--- src/rtl/spi_bus_scheduler.sv ---
// spi_bus_scheduler
// Shares a single SPI shift engine between two requesters with round-robin
// arbitration, generates the SCK timing strobes the engine consumes, routes
// the engine chip select to the device that owns the current transfer, and
// recovers the engine through a watchdog when a transfer never completes.
//
// Ports
//   CLK50MHZ           system clock (single domain)
//   RST                synchronous active-high reset
//   req0/req1          level requests, held until the matching ack
//   wdata0/wdata1      words to shift out, stable while req is high
//   ack0/ack1          one-cycle completion pulses
//   rdata0/rdata1      last word shifted in for each client (held)
//   err                one-cycle pulse on watchdog abort
//   cs0_n/cs1_n        per-device chip selects, active low
//   spi_sck            serial clock to the devices
//   eng_rst            engine reset (RST or abort)
//   eng_trig           engine start pulse
//   eng_data_in        engine parallel load word
//   eng_data_out       engine shift register contents
//   eng_done           engine completion pulse
//   eng_cs             engine chip select, active low
//   eng_sck_trig       SCK edge strobe
//   eng_sck_trig_div2  strobe on every second SCK edge
module spi_bus_scheduler #(
  parameter int WIDTH   = 32,
  parameter int DIV     = 4,
  parameter int TIMEOUT = 4096
) (
  input  logic             CLK50MHZ,
  input  logic             RST,
  input  logic             req0,
  input  logic             req1,
  input  logic [WIDTH-1:0] wdata0,
  input  logic [WIDTH-1:0] wdata1,
  output logic             ack0,
  output logic             ack1,
  output logic [WIDTH-1:0] rdata0,
  output logic [WIDTH-1:0] rdata1,
  output logic             err,
  output logic             cs0_n,
  output logic             cs1_n,
  output logic             spi_sck,
  output logic             eng_rst,
  output logic             eng_trig,
  output logic [WIDTH-1:0] eng_data_in,
  input  logic [WIDTH-1:0] eng_data_out,
  input  logic             eng_done,
  input  logic             eng_cs,
  output logic             eng_sck_trig,
  output logic             eng_sck_trig_div2
);

  localparam int CW = (DIV > 1) ? $clog2(DIV) : 1;
  localparam int WW = (TIMEOUT > 1) ? $clog2(TIMEOUT) : 1;
  localparam logic [CW-1:0] CNT_LAST = CW'(DIV - 1);
  localparam logic [WW-1:0] WD_LAST  = WW'(TIMEOUT - 1);

  typedef enum logic [2:0] {
    IDLE    = 3'd0,
    LOAD    = 3'd1,
    BUSY    = 3'd2,
    RELEASE = 3'd3,
    ABORT   = 3'd4
  } state_t;

  state_t           state_q, state_d;
  logic [CW-1:0]    cnt_q;
  logic             phase_q;
  logic             owner_q, owner_d;
  // Client that wins the next tie. It is loaded with the opposite of the
  // client just served (or aborted), so client 0 goes first after reset and
  // simultaneous requesters alternate.
  logic             prio_q, prio_d;
  logic [WW-1:0]    wd_q, wd_d;
  logic [WIDTH-1:0] din_q, din_d;
  logic [WIDTH-1:0] rd0_q, rd0_d;
  logic [WIDTH-1:0] rd1_q, rd1_d;
  logic             sck_strobe;
  logic             win;
  logic             active;

  // Free-running SCK strobe generator
  assign sck_strobe = (cnt_q == CNT_LAST);

  always_ff @(posedge CLK50MHZ) begin
    if (RST) begin
      cnt_q   <= '0;
      phase_q <= 1'b0;
    end else if (sck_strobe) begin
      cnt_q   <= '0;
      phase_q <= ~phase_q;
    end else begin
      cnt_q   <= cnt_q + CW'(1);
    end
  end

  // Client 1 wins when it is the only requester or holds the tie priority
  assign win = req1 & (~req0 | prio_q);

  // Arbitration / transfer FSM: state register
  always_ff @(posedge CLK50MHZ) begin
    if (RST) begin
      state_q <= IDLE;
      owner_q <= 1'b0;
      prio_q  <= 1'b0;
      wd_q    <= '0;
      din_q   <= '0;
      rd0_q   <= '0;
      rd1_q   <= '0;
    end else begin
      state_q <= state_d;
      owner_q <= owner_d;
      prio_q  <= prio_d;
      wd_q    <= wd_d;
      din_q   <= din_d;
      rd0_q   <= rd0_d;
      rd1_q   <= rd1_d;
    end
  end

  // Arbitration / transfer FSM: next state
  always_comb begin
    state_d = state_q;
    owner_d = owner_q;
    prio_d  = prio_q;
    wd_d    = wd_q;
    din_d   = din_q;
    rd0_d   = rd0_q;
    rd1_d   = rd1_q;
    unique case (state_q)
      IDLE: begin
        if (req0 | req1) begin
          owner_d = win;
          din_d   = win ? wdata1 : wdata0;
          wd_d    = '0;
          state_d = LOAD;
        end
      end
      LOAD: begin
        state_d = BUSY;
      end
      BUSY: begin
        wd_d = wd_q + WW'(1);
        if (eng_done) begin
          if (owner_q) rd1_d = eng_data_out;
          else         rd0_d = eng_data_out;
          state_d = RELEASE;
        end else if (wd_q == WD_LAST) begin
          state_d = ABORT;
        end
      end
      RELEASE: begin
        prio_d  = ~owner_q;
        state_d = IDLE;
      end
      ABORT: begin
        prio_d  = ~owner_q;
        state_d = IDLE;
      end
      default: state_d = IDLE;
    endcase
  end

  // Outputs decoded from registered state
  assign active = (state_q == LOAD) || (state_q == BUSY);

  assign ack0              = (state_q == RELEASE) & ~owner_q;
  assign ack1              = (state_q == RELEASE) &  owner_q;
  assign err               = (state_q == ABORT);
  assign eng_trig          = (state_q == LOAD);
  assign eng_rst           = RST | err;
  assign eng_data_in       = din_q;
  assign rdata0            = rd0_q;
  assign rdata1            = rd1_q;
  assign cs0_n             = (active & ~owner_q) ? eng_cs : 1'b1;
  assign cs1_n             = (active &  owner_q) ? eng_cs : 1'b1;
  assign spi_sck           = (state_q == BUSY) & ~eng_cs & phase_q;
  assign eng_sck_trig      = sck_strobe;
  assign eng_sck_trig_div2 = sck_strobe & phase_q;

endmodule

--- config.mk ---
export PLATFORM = sky130hd
export DESIGN_NAME = spi_bus_scheduler
export DESIGN_NICKNAME = d
export VERILOG_FILES = /design/src/rtl/spi_bus_scheduler.sv
export SDC_FILE = /design/constraint.sdc
export NUM_CORES = 1
export LEC_CHECK = 0
export ABC_AREA = 1
export ABC_CLOCK_PERIOD_IN_PS = 1680
export BUFFER_PORTS_ARGS = -buffer_cell sky130_fd_sc_hd__buf_4
export CORE_MARGIN = 4
export CORE_UTILIZATION = 48
export CTS_CLUSTER_DIAMETER = 200
export CTS_CLUSTER_SIZE = 8
export DETAILED_ROUTE_END_ITERATION = 16
export PLACE_DENSITY = 0.81
export SKIP_CTS_REPAIR_TIMING = 1
export SLEW_MARGIN = 5
export SYNTH_ARGS = -nofsm -noshare
export SYNTH_HDL_FRONTEND = slang
export SYNTH_SLANG_ARGS = --single-unit
--- constraint.sdc ---
create_clock -name CLK50MHZ -period 1.68 [get_ports CLK50MHZ]
set_input_delay 0.084 -clock CLK50MHZ [delete_from_list [all_inputs] [get_ports CLK50MHZ]]
set_output_delay 0.084 -clock CLK50MHZ [all_outputs]
set_load 0.02 [all_outputs]
== Word-level counts from Yosys, hierarchy flattened ==
Cells that the tools add are included.

* Register bits after elaboration: 116
* Latch bits: 0
* Bits in writable memories: 0
* ROM bits: 0
* Input port bits: 102
* Output and inout bits: 106
* Word-level logic and storage cells: 53
* Memories kept: 0

* $add $sub $neg: 2
* Multipliers: 0
* Div/mod/pow operators: 0
* $lt $le $gt $ge: 0
* Eq/ne operators: 8
* Shifts and indexed selects: 0
* Multiplexer cells: 9
* Bitwise gates (word level): 15
* Reduce and logical (&&, ||, !) cells: 10

{| class="wikitable"
|+ Operators with widths
! kind !! number
|-
| two-way mux 32 bit || 1
|-
| one-hot mux 12 bit (2 select lines) || 1
|-
| adder 12 x 1 -> 12 bit, second input constant || 1
|-
| == test 12 bit, second input constant || 1
|-
| two-way mux 12 bit || 1
|-
| two-way mux 3 bit || 3
|-
| one-hot mux 3 bit (3 select lines) || 1
|-
| bitwise AND 1 bit || 8
|-
| == test 3 x 2 -> 1 bit, second input constant || 2
|-
| AND reduction 2 bit || 3
|-
| AND reduction 3 bit || 2
|-
| NOT 1 bit || 4
|-
| OR reduction 2 bit || 2
|-
| == test 3 x 1 -> 1 bit, second input constant || 1
|-
| == test 3 bit, second input constant || 1
|-
| zero test 3 bit || 1
|-
| inequality test 3 bit, second input constant || 1
|-
| bitwise OR 1 bit || 3
|-
| adder 2 x 1 -> 2 bit, second input constant || 1
|-
| == test 2 bit, second input constant || 1
|-
| two-way mux 1 bit || 2
|-
| inequality test 2 bit, second input constant || 1
|-
| nonzero test 2 bit || 1
|-
| logical OR 1 bit || 1
|}

== Longest topological paths before layout ==
* Word-level depth: 4
* Mapped depth: 8
* Depth with buffers taken out: 8

== Worst setup path after synthesis ==
OpenSTA, ideal clock, no wires.

* Path type: register to output
* From: register state_q[0]
* To: output port cs0_n
* Data arrival time: 1.378 ns
* Required time: 1.596 ns
* Path slack: 0.218 ns
* Cell stages (with the launch flop): 5
* Cell sequence: dfxtp_1 inv_1 nor3_1 or2_2 nand3_1

* Longest elaborated chain between the ends: 4

{| class="wikitable"
|+ RTL lines
! item !! line !! source
|-
| from (decl) || 67 || <nowiki>state_t state_q, state_d;</nowiki>
|-
| from (signal assigned) || 112 || <nowiki>state_q <= state_d;</nowiki>
|-
| == test 3 x 1 -> 1 bit || n/a ||
|-
| via eng_trig || 45 || <nowiki>output logic eng_trig,</nowiki>
|-
| logical OR 1 bit || 166 || <nowiki>assign active = (state_q == LOAD) || (state_q == BUSY);</nowiki>
|-
| bitwise AND 1 bit || 176 || <nowiki>assign cs0_n = (active & ~owner_q) ? eng_cs : 1'b1;</nowiki>
|-
| two-way mux 1 bit || 176 ||
|-
| to (decl) || 41 || <nowiki>output logic cs0_n,</nowiki>
|}

The timed path passes the listed nets, and every way through them passes these cells.

== Worst setup path in the final report ==
* From: register state_q[2]
* To: output port cs0_n

* Longest elaborated chain between the ends: 4

{| class="wikitable"
|+ RTL lines
! item !! line
|-
| == test 3 x 1 -> 1 bit / == test 3 x 2 -> 1 bit (equally long branches) || 166
|-
| logical OR 1 bit * || 166
|-
| bitwise AND 1 bit * || 176
|-
| two-way mux 1 bit * || 176
|}

Mark *: on every way between the ends. The rest lies on a longest branch, timed or not.

==> results.cfg <==
[sta]
setup-violations-final = 0
tightest_slew_ns = 0.549
holdWs_ns = -0.0451
finClkSkew_ns = 0.00724
rsz0062_at_grt = yes
slew_headroom_pct = 63.3
hold_violations = 6
fmax_mhz = 602
period_needed_ns = 1.66
min_period_over_period_pct = 98.8
slew_viol_final = 0
tns_ns = 0

[worst_setup_path]
end_kind = output pin
arrival_ns = 1.58
critical-path-top-delay-family = simple AND/OR/NAND/NOR gates
critPathLaunch = state_q[2]
r2r_cells = 6
crit_path_cell_trace = inv_4, nand3_4, inv_8, or2_4, nand3_2, buf_6
timing.rr.end = eng_data_in[3]
required_ns = 1.60
rr_startpoint = state_q[1]
reg2reg_slack_ns = 0.09
cp.depth = 6
critPathLaunchType = flip-flop
critPathMaxStageDelay_ns = 0.37
path_class = flip-flop to output pin
slowest_stage = dfxtp_4
path_max_fanout = 6
critPathBufInv = 3

[final_layout]
fill_cells = 545
final_common_cell = nor2_1
fin_cells = 1136
area_growth_pct = 66.6
n_antenna_cell = 0
drive_above_1_share_pct = 27.4
regArea_mm2 = 0.00233
multi_input_area_mm2 = 0.00211
nNetsFinal = 1094
layout_common_cells = nor2_1, buf_4, dfxtp_1, dlygate4sd3_1, o21ai_0
fin_util_pct = 82.4

[placed_design]
place_congestion = 0.867
dp_hpwl_um = 10100
dp_cells = 1005
io_buffers = 207

[clock_tree]
cts_made_buffers = 17
path_clk_slew_ns = 0.06
clk_latency_ns = 0.52
clock-root-buffer = clkbuf_8
cts.path.max_buffers = 2
tritoncts = done
htreeDepth = 4
clock-sinks = 116

[die]
core_area_mm2 = 0.00977
ioPinCount = 208
dieWidth_um = 108
die_h_um = 108
num_rows = 36
dieArea_mm2 = 0.0117
start_util_pct = 49.4

[power]
power_density_mw_per_mm2 = 1250
ir_worst_vdd_mv = 0.804
p_total_mw = 10.1
p_leak_nw = 3.85

[detailed_routing]
drtIter0Drc = 384
routed_wl_um = 18100
routed_via_density = 5.25
route.detailed.drc = 0
wl_per_cell_um = 15.9
ant_nets = 0
drt_pass1_iterations = 7
num_vias = 5966

[worst_hold_path]
hold_end = eng_data_in[6]
hold_depth = 5
hp-start = wdata0[6]
min_path_type = input port to flip-flop

[global_route]
grt_start_max_net_pins = 112
track_usage_pct = 23.9
grt-ovfl-total = 0
grt_pass1_wl_um = 22500
antenna_found_initial = 0
grt_pass1_vias = 4926

[logic_synthesis]
synth_area_leaders = dfxtp_1, nor2_1, o21ai_0
synth.largest_area_cell = dfxtp_1
synth_cells = 696
yosysTopAreaCellShare_pct = 48.1
syn_nets = 800
yosysSeqAreaShare_pct = 48.1
avgSynthCellArea_um2 = 6.94
synth_seq_cells = 116
yosysWarningCount = 0
syn_area_mm2 = 0.00483
synth.distinct_cells = 28

[run_status]
violations = negative hold slack
status = complete, but fails checks

[job]
cap_violations = 0
==> power breakdown <==
group | total (mW) | switching [mW] | leakage, nW | internal [mW]
Clock | 3.50 | 1.34 | 0.286 | 2.16
Combinational | 3.09 | 1.80 | 2.62 | 1.29
Sequential | 3.46 | 0.294 | 0.947 | 3.17
==> kinds of logic (layout without fill, tap and decap cells) <==
group	after synthesis	after routing	share of synthesized area (%)
AO/OA/AOI/OAI	147	147	15.3
XOR/XNOR	1	1	0.181
adder cells (fa/ha/maj)	2	2	0.518
buffers and inverters	98	405	8.86
flip-flops	116	116	48.1
AND/OR/NAND/NOR	332	332	27.1
==> flip-flops by register name, indices dropped and copies added, names as in the netlist <==
name / cells
cnt_q: 2
eng_data_in: 32
owner_q: 1
phase_q: 1
prio_q: 1
rdata0: 32
rdata1: 32
state_q: 3
wd_q: 12
==> worst register-to-register path, cell delays in order, from the launching register on <==
cell and delay [ns]:
dfxtp_2 0.35, nor2_2 0.15, nand3_2 0.28, inv_2 0.16, buf_12 0.19, o21ai_0 0.13
a21oi_1 0.23
==> Yosys cell counts <==
| cell type | instances |
|---|---|
| inv_2 | 4 |
| o21ai_1 | 23 |
| xnor2_1 | 1 |
| nor2_2 | 1 |
| ha_1 | 2 |
| nand4_1 | 3 |
| clkinv_2 | 1 |
| buf_2 | 21 |
| nand2_2 | 1 |
| nor3b_1 | 1 |
| a31oi_1 | 1 |
| nand3_2 | 1 |
| and2_0 | 1 |
| nand3_4 | 1 |
| nor2_1 | 229 |
| inv_1 | 54 |
| buf_4 | 2 |
| buf_6 | 3 |
| dfxtp_1 | 116 |
| clkbuf_1 | 11 |
| nand2_1 | 79 |
| nor3_1 | 2 |
| a21oi_1 | 41 |
| nor2_4 | 1 |
| o21ai_0 | 82 |
| nand3_1 | 11 |
| or2_2 | 1 |
| clkbuf_2 | 2 |
==> through the flow <==
step                worst slack [ns]  instance area (µm²)
floorplan                      0.218                 4830
global placement               0.177                 6450
detailed placement            0.0624                 6450
CTS                           -0.263                 7030
global route                 -0.0195                 8050
finish                        0.0200                 8050
==> layout make-up <==
type	instances	share of cell area [%]
sequential	116	28.9
multi-input combinational	482	26.3
timing repair buffer	314	32.6
clock inverter	14	1.90
clock buffer	18	5.32
inverter	59	2.89
tap	133	2.07
==> how the worst max path moves through the flow <==
stage	endpoint	slack, ns
2_1_floorplan	cs0_n	0.22
3_3_place_gp	rdata0[2]	0.18
3_5_place_dp	rdata0[27]	0.06
4_1_cts	cs1_n	-0.26
5_1_grt	cs0_n	-0.02
6_report	cs0_n	0.02
==> layer usage <==
layer / part of all wire [%] / up-vias / track usage, %
met3: 11 / 64 / 8.00
met5: 0 / - / 0
met1: 38 / 2721 / 28.8
li1: - / 2784 / -
met4: 3.3 / 0 / 9.92
met2: 48 / 397 / 39.2
(Power assumes the default switching activity.)
